==> src/rtl/branch_predictor_pkg.sv <==
// Shared types and constants for the branch predictor: BTB entry layout,
// 2-bit counter encodings and the sequential-fetch PC increment.
package bp_pkg;

    // These set the entry layout; keep PC_W/ENTRIES on branch_predictor equal to them.
    localparam int BP_PC_W    = 9;
    localparam int BP_ENTRIES = 16;
    localparam int BP_IDX_W   = $clog2(BP_ENTRIES);
    localparam int BP_TAG_W   = BP_PC_W - 2 - BP_IDX_W;

    localparam logic [1:0] BP_SNT = 2'b00;
    localparam logic [1:0] BP_WNT = 2'b01;
    localparam logic [1:0] BP_WT  = 2'b10;
    localparam logic [1:0] BP_ST  = 2'b11;

    localparam int unsigned BP_PC_INC = 4;

    typedef struct packed {
        logic                valid;
        logic [BP_TAG_W-1:0] tag;
        logic [BP_PC_W-1:0]  target;
        logic [1:0]          cnt;
    } bp_entry_t;

endpackage

==> src/rtl/branch_predictor_if.sv <==
// Fetch-lookup and EX-resolve signals between the pipeline (master) and the
// branch predictor (slave).
interface branch_predictor_if #(
    parameter int PC_W  = 9,
    parameter int CNT_W = 16
);
    logic [PC_W-1:0]  if_pc;
    logic             pred_taken;
    logic [PC_W-1:0]  pred_target;

    logic             ex_valid;
    logic [PC_W-1:0]  ex_pc;
    logic             ex_is_jump;
    logic             ex_taken;
    logic [PC_W-1:0]  ex_target;
    logic             ex_pred_taken;
    logic [PC_W-1:0]  ex_pred_target;

    logic             mispredict;
    logic [PC_W-1:0]  redirect_pc;
    logic [CNT_W-1:0] br_count;
    logic [CNT_W-1:0] miss_count;

    modport master (
        output if_pc, ex_valid, ex_pc, ex_is_jump, ex_taken, ex_target,
               ex_pred_taken, ex_pred_target,
        input  pred_taken, pred_target, mispredict, redirect_pc,
               br_count, miss_count
    );

    modport slave (
        input  if_pc, ex_valid, ex_pc, ex_is_jump, ex_taken, ex_target,
               ex_pred_taken, ex_pred_target,
        output pred_taken, pred_target, mispredict, redirect_pc,
               br_count, miss_count
    );
endinterface

==> src/rtl/branch_predictor_sat_counter.sv <==
// Next-state logic for one 2-bit saturating direction counter; a jump forces
// strong-taken.
module bp_sat_counter
    import bp_pkg::*;
(
    input  logic [1:0] cnt,
    input  logic       taken,
    input  logic       force_st,
    output logic [1:0] cnt_next
);

    // NOTE: default assignment first so every path drives cnt_next and no latch is inferred.
    always_comb begin
        cnt_next = cnt;
        if (force_st) begin
            cnt_next = BP_ST;
        end else if (taken) begin
            if (cnt != BP_ST) cnt_next = cnt + 2'd1;
        end else begin
            if (cnt != BP_SNT) cnt_next = cnt - 2'd1;
        end
    end

endmodule

==> src/rtl/branch_predictor.sv <==
// Direct-mapped BTB with 2-bit counters: combinational IF lookup, EX training,
// mispredict/redirect and perf counters. Define BP_GSHARE_EN for gshare indexing.
module branch_predictor
    import bp_pkg::*;
#(
    parameter int PC_W    = BP_PC_W,
    parameter int ENTRIES = BP_ENTRIES,
    parameter int GHR_W   = 4,
    parameter int CNT_W   = 16
) (
    input  logic             clk,
    input  logic             reset,
    branch_predictor_if.slave bus
);

    localparam int IDX_W = $clog2(ENTRIES);
    localparam int TAG_W = PC_W - 2 - IDX_W;
    localparam logic [PC_W-1:0] PC_INC = PC_W'(BP_PC_INC);

    bp_entry_t        table_q  [ENTRIES];
    logic [1:0]       cnt_next [ENTRIES];
    logic [IDX_W-1:0] hist;

`ifdef BP_GSHARE_EN
    logic [GHR_W-1:0] ghr_q;

    always_ff @(posedge clk) begin
        if (reset) begin
            ghr_q <= '0;
        end else if (bus.ex_valid && !bus.ex_is_jump) begin
            ghr_q <= GHR_W'({ghr_q, bus.ex_taken});
        end
    end

    // Update uses ghr_q as registered, i.e. the history before this cycle's shift.
    assign hist = IDX_W'(ghr_q);
`else
    assign hist = '0;
`endif

    // Lookup: table read is combinational and sees only committed state.
    logic [IDX_W-1:0] lk_idx;
    logic [TAG_W-1:0] lk_tag;
    bp_entry_t        lk_entry;
    logic             lk_hit;

    assign lk_idx   = bus.if_pc[IDX_W+1:2] ^ hist;
    assign lk_tag   = bus.if_pc[PC_W-1:IDX_W+2];
    assign lk_entry = table_q[lk_idx];
    assign lk_hit   = lk_entry.valid && (lk_entry.tag == lk_tag);

    assign bus.pred_taken  = lk_hit && lk_entry.cnt[1];
    assign bus.pred_target = bus.pred_taken ? lk_entry.target : bus.if_pc + PC_INC;

    // Resolution in EX.
    logic [IDX_W-1:0] upd_idx;
    logic [TAG_W-1:0] upd_tag;
    logic             upd_hit;

    assign upd_idx = bus.ex_pc[IDX_W+1:2] ^ hist;
    assign upd_tag = bus.ex_pc[PC_W-1:IDX_W+2];
    assign upd_hit = table_q[upd_idx].valid && (table_q[upd_idx].tag == upd_tag);

    assign bus.mispredict = bus.ex_valid &&
                            ((bus.ex_taken != bus.ex_pred_taken) ||
                             (bus.ex_taken && (bus.ex_target != bus.ex_pred_target)));
    assign bus.redirect_pc = bus.ex_taken ? bus.ex_target : bus.ex_pc + PC_INC;

    for (genvar g = 0; g < ENTRIES; g++) begin : g_cnt
        bp_sat_counter u_cnt (
            .cnt      (table_q[g].cnt),
            .taken    (bus.ex_taken),
            .force_st (bus.ex_is_jump),
            .cnt_next (cnt_next[g])
        );
    end

    // NOTE: only valid and cnt are reset; tag/target are don't-care while valid=0,
    // so leaving them unreset keeps the table as plain enable flops.
    always_ff @(posedge clk) begin
        for (int i = 0; i < ENTRIES; i++) begin
            if (reset) begin
                table_q[i].valid <= 1'b0;
                table_q[i].cnt   <= BP_SNT;
            end else if (bus.ex_valid && (upd_idx == IDX_W'(i))) begin
                if (upd_hit) begin
                    table_q[i].cnt <= cnt_next[i];
                    if (bus.ex_taken) table_q[i].target <= bus.ex_target;
                end else if (bus.ex_taken) begin
                    table_q[i].valid  <= 1'b1;
                    table_q[i].tag    <= upd_tag;
                    table_q[i].target <= bus.ex_target;
                    table_q[i].cnt    <= bus.ex_is_jump ? BP_ST : BP_WT;
                end
            end
        end
    end

    // NOTE: sequential state uses non-blocking assignment so every flop samples pre-edge values.
    always_ff @(posedge clk) begin
        if (reset) begin
            bus.br_count   <= '0;
            bus.miss_count <= '0;
        end else begin
            if (bus.ex_valid && (bus.br_count != '1))
                bus.br_count <= bus.br_count + 1'b1;
            if (bus.mispredict && (bus.miss_count != '1))
                bus.miss_count <= bus.miss_count + 1'b1;
        end
    end

endmodule

==> src/flat_wrapper.sv <==
// flat-port wrapper written by rule: the top's interface ports become plain ports
module branch_predictor_flat import bp_pkg::*;
#(
    parameter int PC_W    = BP_PC_W,
    parameter int ENTRIES = BP_ENTRIES,
    parameter int GHR_W   = 4,
    parameter int CNT_W   = 16
)
  (clk, reset, bus_if_pc, bus_ex_valid, bus_ex_pc, bus_ex_is_jump, bus_ex_taken, bus_ex_target, bus_ex_pred_taken, bus_ex_pred_target, bus_pred_taken, bus_pred_target, bus_mispredict, bus_redirect_pc, bus_br_count, bus_miss_count);
  branch_predictor_if #(.PC_W(PC_W), .CNT_W(CNT_W)) bus_i ();
  input  logic clk;
  input  logic reset;
  input wire logic [$bits(bus_i.if_pc)-1:0] bus_if_pc;
  input wire logic [$bits(bus_i.ex_valid)-1:0] bus_ex_valid;
  input wire logic [$bits(bus_i.ex_pc)-1:0] bus_ex_pc;
  input wire logic [$bits(bus_i.ex_is_jump)-1:0] bus_ex_is_jump;
  input wire logic [$bits(bus_i.ex_taken)-1:0] bus_ex_taken;
  input wire logic [$bits(bus_i.ex_target)-1:0] bus_ex_target;
  input wire logic [$bits(bus_i.ex_pred_taken)-1:0] bus_ex_pred_taken;
  input wire logic [$bits(bus_i.ex_pred_target)-1:0] bus_ex_pred_target;
  output wire logic [$bits(bus_i.pred_taken)-1:0] bus_pred_taken;
  output wire logic [$bits(bus_i.pred_target)-1:0] bus_pred_target;
  output wire logic [$bits(bus_i.mispredict)-1:0] bus_mispredict;
  output wire logic [$bits(bus_i.redirect_pc)-1:0] bus_redirect_pc;
  output wire logic [$bits(bus_i.br_count)-1:0] bus_br_count;
  output wire logic [$bits(bus_i.miss_count)-1:0] bus_miss_count;
  assign bus_i.if_pc = bus_if_pc;
  assign bus_i.ex_valid = bus_ex_valid;
  assign bus_i.ex_pc = bus_ex_pc;
  assign bus_i.ex_is_jump = bus_ex_is_jump;
  assign bus_i.ex_taken = bus_ex_taken;
  assign bus_i.ex_target = bus_ex_target;
  assign bus_i.ex_pred_taken = bus_ex_pred_taken;
  assign bus_i.ex_pred_target = bus_ex_pred_target;
  assign bus_pred_taken = bus_i.pred_taken;
  assign bus_pred_target = bus_i.pred_target;
  assign bus_mispredict = bus_i.mispredict;
  assign bus_redirect_pc = bus_i.redirect_pc;
  assign bus_br_count = bus_i.br_count;
  assign bus_miss_count = bus_i.miss_count;
  branch_predictor #(.PC_W(PC_W), .ENTRIES(ENTRIES), .GHR_W(GHR_W), .CNT_W(CNT_W)) u_core (.clk(clk), .reset(reset), .bus(bus_i));
endmodule
==> config.mk <==
export PLATFORM = sky130hd
export DESIGN_NAME = branch_predictor_flat
export DESIGN_NICKNAME = d
export VERILOG_FILES = /design/src/rtl/branch_predictor_pkg.sv /design/src/rtl/branch_predictor_if.sv /design/src/rtl/branch_predictor_sat_counter.sv /design/src/rtl/branch_predictor.sv /design/src/flat_wrapper.sv
export SDC_FILE = /design/constraint.sdc
export NUM_CORES = 1
export LEC_CHECK = 0
export BUFFER_PORTS_ARGS = -buffer_cell sky130_fd_sc_hd__clkbuf_2
export CAP_MARGIN = 30
export CORE_UTILIZATION = 50
export CTS_CLUSTER_DIAMETER = 150
export CTS_CLUSTER_SIZE = 12
export DETAILED_ROUTE_END_ITERATION = 10
export PLACE_DENSITY = 0.68
export SETUP_SLACK_MARGIN = 0.1
export SKIP_CTS_REPAIR_TIMING = 1
export SYNTH_ARGS = -nofsm -noshare
export SYNTH_HDL_FRONTEND = slang
export SYNTH_SLANG_ARGS = --single-unit
==> constraint.sdc <==
create_clock -name clk -period 3.8 [get_ports clk]
set_clock_uncertainty 0.1 [all_clocks]
set_input_delay 0 -clock clk [delete_from_list [all_inputs] [get_ports clk]]
set_output_delay 0 -clock clk [all_outputs]
set_load 0.05 [all_outputs]
==> flow_summary.yaml, run 1 <==
clock_tree:
  cts_max_level: 1
  clockBufferDepth: 3
  cts_tree: "built"
  clkLatencyLatePin_ns: 0.54
  cts.sinks: 272
  clk_pin_slew_worst_paths_ns: 0.06
  cts_root_buf: "clkbuf_16"
  cts_buffers: 26
logic_synthesis:
  ys_async_sr_fraction: 0
  synth_common_cells: "239 x edfxtp_1, 70 x mux4_2, 66 x nor2_1"
  yosys_most_used_dff: "edfxtp_1"
  synth_edf_count: 239
  synth_top_area_cell: "edfxtp_1"
  synth_top_area_share: 0.555
  syn_area_mm2: 0.0129
  synth_area_leaders: "edfxtp_1 56%, mux4_2 12%, dfxtp_1 5.1%"
  yosysWarnings: 0
  syn_area_per_cell_um2: 14.1
  netlist_instances: 918
  synthesis.nets: 967
  ys_ff_latch: 272
  ys_seq_area_frac: 0.607
  ys_types: 45
  post-synth-top-count-cell: "edfxtp_1"
placed_design:
  portBuffers: 93
  place_ws_ns: 0.456
  place.gp.congestion: 0.831
  dpl.hpwl_um: 20000
power:
  p_per_area_mw_per_mm2: 434
  ir_drop_uv: 259
  power.leakage_uw: 0.00504
timing:
  holdWs_ns: 0.0625
  period_minus_slack_ns: 3.36
  timing.fmax_mhz: 298
  drv_slew: 0
  finalCritPeriodShare: 0.883
  hold_violations: 0
  rsz0062_at_grt: "no"
  slew_headroom: 0.314
  final.setup.worst_slack_ns: 0.444
  final.setup.tns_ns: 0
  setup_viol: 0
  worst_pin_slew_ns: 1.02
global_routing:
  antenna_found_initial: 0
  grt.overflow.total: 0
  grt_pass1_wl_um: 47000
  grt_use_total: 0.235
  grt_start_max_net_pins: 66
  first_global_vias: 8005
detailed_routing:
  wl_per_cell_um: 22.3
  first_pass_iters: 7
  drc: 0
  ant_nets: 0
  vias: 8258
  detail_route.wirelength_um: 30400
  drtIter0Drc: 888
  vias_per_cell: 6.06
die:
  die_y_um: 163
  core_mm2: 0.0253
  design.die.area_mm2: 0.0265
  start_util: 0.512
  die_x_um: 163
  rows: 58
  io_pins: 94
job:
  maxCapViolations: 0
setup_path:
  worstPathArrival_ns: 3.26
  critPathCaptureType: "primary output"
  required_ns: 3.70
  path_class: "reg2out"
  rrSetupSlack_ns: 0.65
  start_kind: "flop"
  worstPathMaxFanout: 10
finish:
  drive_gt1_frac: 0.220
  area_delta_synth_final_pct: 13.1
  nFillCells: 1993
  nNetsFinal: 1062
  num_antenna_cells: 0
run_status:
  status: "finished, final reports clean"
hold_path:
  hold_path_class: "in2reg"
-- flip-flops by register name (all words and copies together), names as in the netlist --
| signal | count |
|---|---|
| u_core.table_q | 240 |
| u_core.bus.br_count | 16 |
| u_core.bus.miss_count | 16 |
-- report_power, final --
part	internal (uW)	switching (uW)	leakage, uW
sequential	3280	29.9	0.00248
combinational	223	379	0.00219
clock	1340	1080	0.000368
total	4840	1490	0.00504
-- layout make-up --
cell class                      instances  area (um2)  area share
Inverter                                8        30.0     0.00206
Sequential cell                       272        7840       0.537
Timing Repair Buffer                  124         731      0.0500
Clock buffer                           47         751      0.0514
Multi-Input combinational cell        581        4820       0.330
Tap cell                              330         413      0.0283
Clock inverter                          1        30.0     0.00206
-- cell usage in the layout, fill, tap and decap left out, types with 6 or more instances in the layout --
cell type and n:
nand2_1 42, a22oi_1 10, nor4_1 6, and3_1 19, mux2i_1 18, clkbuf_16 27, clkbuf_1 20, edfxtp_1 239
clkbuf_2 92, ha_1 7, mux4_2 70, or3_1 15, xor2_1 49, a21oi_1 52, nor2b_1 6, dfxtp_1 33
xnor2_1 34, o21bai_1 15, buf_4 20, a21o_1 14, nand3_1 49, nor2_1 66, dlygate4sd3_1 12, o21ai_0 35
nand2b_1 19, nand4_1 9, inv_1 8, mux2_2 10
-- path summary, 6_finish.rpt --
check                                           from                                      to  cells after the start
setup / recovery    u_core.table_q[15][12]$_DFFE_PP_                      bus_pred_target[4]                      7
hold / removal                     bus_ex_pred_taken  u_core.bus.miss_count[14]$_SDFFE_PP0P_                      6
setup reg to reg     u_core.table_q[5][11]$_DFFE_PP_         u_core.table_q[3][12]$_DFFE_PP_                      7
hold reg to reg   u_core.table_q[8][14]$_SDFFE_PP1P_      u_core.table_q[8][14]$_SDFFE_PP1P_                      2
-- logic make-up (layout without fill, tap and decap cells) --
family / count (synthesis) / after routing / synth area share
flops: 272 / 272 / 0.607
simple gates: 247 / 247 / 0.0951
compound gates: 145 / 145 / 0.0685
mux: 99 / 99 / 0.146
xor+xnor: 83 / 83 / 0.0563
buf+inv: 65 / 180 / 0.0212
fa+ha+maj: 7 / 7 / 0.00678
-- worst max-delay path: stages (launching register included) --
cell	delay, ns
edfxtp_1	0.43
mux4_2	0.51
mux4_2	0.50
xor2_1	0.18
nor4_4	0.27
buf_4	0.24
mux2_2	0.36
clkbuf_2	0.24
-- per-stage QoR --
stage / instances / power (uW) / util / instance area (um2)
after floorplan: 918 / 3780 / - / 12900
after global placement: 1303 / 3960 / 0.543 / 13700
after detailed placement: 1303 / 3970 / 0.543 / 13700
after CTS: 1351 / 6370 / 0.574 / 14500
after global routing: 1363 / 6550 / 0.578 / 14600
final: 1363 / 6340 / 0.578 / 14600
-- layer usage --
metal / GRT usage / vias to the layer above / share of wire
met5: 0 / - / 0
met4: 0.0612 / 0 / 0.025
met3: 0.0382 / 55 / 0.087
met2: 0.355 / 373 / 0.45
met1: 0.355 / 4122 / 0.44
li1: - / 3708 / -
Power figures use the tool's default switching activity.
==> inputs of run 2 (changes only) <==
--- a/config.mk
+++ b/config.mk
@@ -5,12 +5,14 @@
 export SDC_FILE = /design/constraint.sdc
 export NUM_CORES = 1
 export LEC_CHECK = 0
+export ABC_AREA = 1
 export BUFFER_PORTS_ARGS = -buffer_cell sky130_fd_sc_hd__clkbuf_2
 export CAP_MARGIN = 30
 export CORE_UTILIZATION = 50
 export CTS_CLUSTER_DIAMETER = 150
 export CTS_CLUSTER_SIZE = 12
 export DETAILED_ROUTE_END_ITERATION = 10
+export MAX_ROUTING_LAYER = met4
 export PLACE_DENSITY = 0.68
 export SETUP_SLACK_MARGIN = 0.1
 export SKIP_CTS_REPAIR_TIMING = 1
==> constraint.sdc (replaced) <==
create_clock -name clk -period 4.2 [get_ports clk]
set_clock_uncertainty 0.1 [all_clocks]
set_input_delay 0 -clock clk [delete_from_list [all_inputs] [get_ports clk]]
set_output_delay 0 -clock clk [all_outputs]
set_load 0.05 [all_outputs]
==> flow_summary.yaml, run 2 <==
run_status:
  status: "finished, final reports clean"
logic_synthesis:
  synth_top_area_share: 0.518
  synth_area_leaders: "edfxtp_1 52%, nand2_1 8.3%, nor2_1 6.4%"
  post-synth-top-count-cell: "nand2_1"
  syn_area_per_cell_um2: 8.74
  yosys_most_used_dff: "edfxtp_1"
  synth_common_cells: "307 x nand2_1, 239 x edfxtp_1, 235 x nor2_1"
  ys_async_sr_fraction: 0
  ys_types: 34
  netlist_instances: 1585
  ys_seq_area_frac: 0.566
  yosysWarnings: 0
  synthesis.nets: 1634
  syn_area_mm2: 0.0139
  synth_top_area_cell: "edfxtp_1"
  synth_edf_count: 239
  ys_ff_latch: 272
detailed_routing:
  vias: 11600
  drtIter0Drc: 1295
  drt-met1-wl_um: 16600
  detail_route.wirelength_um: 38500
  vias_per_cell: 5.63
  routed-wl-met2_um: 17600
  wl_met3_um: 3690
  first_pass_iters: 6
  drc: 0
  ant_nets: 0
  wl_per_cell_um: 18.7
  top_layer_used: "met4"
power:
  p_per_area_mw_per_mm2: 377
  power.leakage_uw: 0.00606
  ir_drop_uv: 234
finish:
  num_antenna_cells: 0
  layout_common_cells: "307 x nand2_1, 239 x edfxtp_1, 235 x nor2_1, 155 x inv_1, 154 x o21ai_0"
  regMostFlops: "u_core.table_q"
  layout_commonest_cell: "nand2_1"
  nNetsFinal: 1719
  reg.largest.list: "u_core.table_q x240, u_core.bus.br_count x16, u_core.bus.miss_count x16"
  drive_gt1_frac: 0.104
  largest_reg_flops: 240
  area_delta_synth_final_pct: 12.4
timing:
  timing.fmax_mhz: 332
  period_minus_slack_ns: 3.01
  worst_pin_slew_ns: 0.852
  rsz0062_at_grt: "no"
  setup_viol: 0
  final.setup.tns_ns: 0
  finalCritPeriodShare: 0.717
  drv_slew: 0
  holdWs_ns: 0.0103
  hold_violations: 0
  slew_headroom: 0.432
die:
  die_y_um: 168
  die_x_um: 168
  core_mm2: 0.0271
  io_pins: 94
  design.die.area_mm2: 0.0284
  rows: 60
  start_util: 0.511
global_routing:
  antenna_found_initial: 0
  grt.overflow.total: 0
  grt_start_max_net_pins: 75
  first_global_vias: 10400
  grt_pass1_wl_um: 58800
  grt_use_total: 0.278
clock_tree:
  cts_max_level: 1
  cts_tree: "built"
  cts.sinks: 272
  clk_pin_slew_worst_paths_ns: 0.07
  cts_buffers: 26
  cts_root_buf: "clkbuf_16"
  clkLatencyLatePin_ns: 0.56
  clockBufferDepth: 3
setup_path:
  path_class: "reg2reg"
  critPathCaptureType: "flop"
  required_ns: 4.39
  start_kind: "flop"
  worstPathArrival_ns: 3.20
  worstPathMaxFanout: 33
job:
  maxCapViolations: 0
placed_design:
  place.gp.congestion: 0.937
  portBuffers: 93
  dpl.hpwl_um: 25800
hold_path:
  hold_path_class: "in2reg"
-- run 2: changes by cell type after synthesis, moves of 70 or more --
cell | previous run | this run
nand2_1 | 42 | 307
mux4_2 | 70 | 0
o21ai_0 | 35 | 154
nand3_1 | 49 | 126
inv_1 | 8 | 156
nor2_1 | 66 | 235
-- run 2: layer usage --
metal | up-vias | GRT usage
met5 | - | -
met4 | 0 | 0.0601
met3 | 52 | 0.0421
met2 | 529 | 0.426
met1 | 5493 | 0.391
li1 | 5544 | -
-- run 2: final timing paths --
kind,to,cells after the start,start,slack (ns)
hold reg to reg,u_core.bus.miss_count[13]$_SDFFE_PP0P_,2,u_core.bus.miss_count[13]$_SDFFE_PP0P_,0.38
hold / removal,u_core.bus.br_count[12]$_SDFFE_PP0P_,4,bus_ex_valid,0.01
setup reg to reg,u_core.table_q[11][14]$_DFFE_PP_,12,u_core.table_q[8][12]$_DFFE_PP_,1.19
setup / recovery,u_core.table_q[11][14]$_DFFE_PP_,12,u_core.table_q[8][12]$_DFFE_PP_,1.19
-- run 2: layout make-up --
cell class | instances | area [um2]
Fill cell | 2401 | 11500
Sequential cell | 272 | 7840
Multi-Input combinational cell | 1065 | 5040
Timing Repair Buffer | 133 | 802
Clock buffer | 46 | 726
Inverter | 172 | 646
Tap cell | 372 | 465
Clock inverter | 2 | 60.1
-- run 2: power breakdown --
| group | switching [uW] | total, uW | internal, uW |
|---|---|---|---|
| Clock | 1000 | 2230 | 1230 |
| Combinational | 472 | 632 | 160 |
| Sequential | 24.4 | 3000 | 2970 |
-- run 2: kinds of logic after synthesis --
logic type                 count (synthesis)  share of synthesized area
AOI/OAI and AO/OA                        310                      0.124
and+or+nand+nor                          718                      0.215
DFF                                      272                      0.566
adders and majority gates                  7                    0.00632
buffers and inverters                    248                     0.0705
xor gates and xnor gates                  30                     0.0190
-- run 2: metrics by stage --
stage | power, uW | cell area [um2] | cells | util | setup slack, ns
2_1_floorplan | 3470 | 13900 | 1585 | - | 1.71
3_3_place_gp | 3660 | 14700 | 2001 | 0.541 | 1.07
3_5_place_dp | 3670 | 14700 | 2002 | 0.541 | 1.00
4_1_cts | 5880 | 15500 | 2050 | 0.570 | 1.22
5_1_grt | 6050 | 15600 | 2062 | 0.575 | 0.867
6_report | 5870 | 15600 | 2062 | 0.575 | 1.19
-- run 2: critical path, cell delays in order, from the launching register on --
cell and delay, ns:
edfxtp_1 0.38, inv_1 0.10, nand2_1 0.08, nand3_1 0.11, nand2_1 0.06, nand2_1 0.06
nand2_1 0.08, o21ai_0 0.16, nand2_1 0.11, nor2_4 0.33, nand2_2 0.48, nand2_1 0.52
o21ai_0 0.18
==> inputs of run 3 (changes only) <==
--- a/config.mk
+++ b/config.mk
@@ -5,7 +5,7 @@
 export SDC_FILE = /design/constraint.sdc
 export NUM_CORES = 1
 export LEC_CHECK = 0
-export ABC_AREA = 1
+export ABC_AREA = 0
 export BUFFER_PORTS_ARGS = -buffer_cell sky130_fd_sc_hd__clkbuf_2
 export CAP_MARGIN = 30
 export CORE_UTILIZATION = 50
==> constraint.sdc (replaced) <==
create_clock -name clk -period 2.9 [get_ports clk]
set_clock_uncertainty 0.1 [all_clocks]
set_input_delay 0 -clock clk [delete_from_list [all_inputs] [get_ports clk]]
set_output_delay 0 -clock clk [all_outputs]
set_load 0.05 [all_outputs]
==> flow_summary.yaml, run 3 (synthesis gave the netlist of run 1 again) <==
setup_path:
  worstPathArrival_ns: 3.19
  rrSetupSlack_ns: -0.05
  required_ns: 2.80
  r2r_end: "u_core.table_q[2][0]$_DFFE_PP_"
  path_class: "reg2out"
  start_kind: "flop"
  reg2reg_from: "u_core.table_q[14][11]$_DFFE_PP_"
  reg2reg_depth: 9
  worstPathMaxFanout: 5
  critPathCaptureType: "primary output"
power:
  p_sw_frac: 0.237
  pwr-share-seq: 0.514
  power.leakage_uw: 0.00547
  p_switching_uw: 2000
  clock_power_share: 0.374
  ir_drop_uv: 332
  p_comb_frac: 0.112
  p_per_area_mw_per_mm2: 541
  p_int_uw: 6450
global_routing:
  first_global_vias: 8091
  grt_pass1_wl_um: 47200
  grt.overflow.total: 0
  antenna_found_initial: 0
  grt_use_total: 0.244
  grt_start_max_net_pins: 67
timing:
  drv_slew: 0
  hold_violations: 0
  rsz0062_at_grt: "yes"
  worst_pin_slew_ns: 0.760
  period_minus_slack_ns: 3.29
  timing.fmax_mhz: 304
  final.setup.worst_slack_ns: -0.391
  final.setup.tns_ns: -5.21
  slew_headroom: 0.493
  finalCritPeriodShare: 1.13
  setup_viol: 83
hold_path:
  hold_path_class: "in2reg"
  min_from: "reset"
  holdPathEnd: "u_core.bus.br_count[15]$_SDFFE_PP0P_"
  holdPathStages: 3
clock_tree:
  cts.sinks: 272
  cts_root_buf: "clkbuf_16"
  clkLatencyLatePin_ns: 0.55
  cts_max_level: 1
  cts_buffers: 26
  cts_tree: "built"
  clockBufferDepth: 3
  clk_pin_slew_worst_paths_ns: 0.07
die:
  start_util: 0.512
  core_mm2: 0.0253
  rows: 58
  die_x_um: 163
  design.die.area_mm2: 0.0265
  io_pins: 94
  die_y_um: 163
run_status:
  status: "finished, violations left"
  violations: "negative setup slack"
finish:
  layout_common_cells: "239 x edfxtp_1, 82 x clkbuf_2, 70 x mux4_2, 53 x buf_4, 50 x nor2_1"
  postLayoutCoreUtil: 0.619
  nFillCells: 1925
  layout_commonest_cell: "edfxtp_1"
  register_area_mm2: 0.00784
  multi_input_area_mm2: 0.00515
  area_delta_synth_final_pct: 20.9
  num_antenna_cells: 0
  largest_reg_flops: 240
  regMostFlops: "u_core.table_q"
  reg.largest.list: "u_core.table_q x240, u_core.bus.br_count x16, u_core.bus.miss_count x16"
  drive_gt1_frac: 0.300
  nNetsFinal: 1115
job:
  maxCapViolations: 0
placed_design:
  dpl.hpwl_um: 20700
  portBuffers: 93
  place.gp.congestion: 0.850
detailed_routing:
  vias_per_cell: 5.96
  first_pass_iters: 6
  drc: 0
  ant_nets: 0
  detail_route.wirelength_um: 31300
  drtIter0Drc: 797
  vias: 8441
  wl_per_cell_um: 22.1
## run 3: cell count changes in the layout (fill, tap and decap cells not counted), moves of 70 or more
cell	previous run	this run
nor2_1	235	50
nand3_1	126	49
mux4_2	0	70
nand2_1	307	41
inv_1	155	8
o21ai_0	154	19
## run 3: area by class of cell
type                    count  area share
repair buffers            176      0.0902
clock buffers              47      0.0481
flip-flops and latches    272       0.502
clock inverters             1     0.00192
multi-input cells         582       0.330
inverters                   8     0.00192
well taps                 330      0.0264
## run 3: layer usage
| layer | share of wire | global-route usage |
|---|---|---|
| met4 | 0.014 | 0.0480 |
| met2 | 0.46 | 0.366 |
| met1 | 0.45 | 0.362 |
| met3 | 0.078 | 0.0275 |
| met5 | 0 | - |
## run 3: worst max-delay path by stage
stage | from | end | slack (ns) | cells after the start
2_1_floorplan | u_core.table_q[15][13]$_DFFE_PP_ | bus_pred_target[2] | -0.24 | 5
3_3_place_gp | u_core.table_q[12][11]$_DFFE_PP_ | u_core.table_q[2][1]$_SDFFCE_PP1P_ | -0.001 | 8
3_5_place_dp | u_core.table_q[12][11]$_DFFE_PP_ | u_core.table_q[2][0]$_DFFE_PP_ | -0.04 | 8
4_1_cts | u_core.table_q[14][13]$_DFFE_PP_ | bus_pred_target[3] | -0.44 | 7
5_1_grt | u_core.table_q[14][13]$_DFFE_PP_ | bus_pred_target[0] | -0.45 | 8
6_report | u_core.table_q[7][13]$_DFFE_PP_ | bus_pred_target[0] | -0.39 | 8
## run 3: stage by stage
step           worst slack (ns)  power (uW)  hold slack [ns]  cells  area [um2]
3_5_place_dp            -0.0378        5260            0.338   1341       14200
3_3_place_gp           -0.00112        5250            0.345   1341       14200
5_1_grt                  -0.454        8720           0.0633   1416       15600
6_report                 -0.391        8450           0.0503   1416       15600
4_1_cts                  -0.443        8400           -0.213   1389       15000
2_1_floorplan            -0.243        4970         -0.00113    918       13000
## run 3: worst max-delay path, cell delays in order, from the launching register on
cell and delay (ns):
edfxtp_1 0.44, mux4_2 0.48, mux4_2 0.49, xor2_2 0.17, nor4_4 0.27, buf_4 0.19
clkbuf_16 0.16, mux2_4 0.31, buf_8 0.15
## run 3: power by group through the flow
stage	logic [uW]	registers [uW]	clock network, uW
after CTS	843	4340	3210
after detailed placement	840	4420	0
final	947	4340	3160
after global routing	1010	4350	3370
after global placement	830	4420	0
after floorplan	541	4430	0
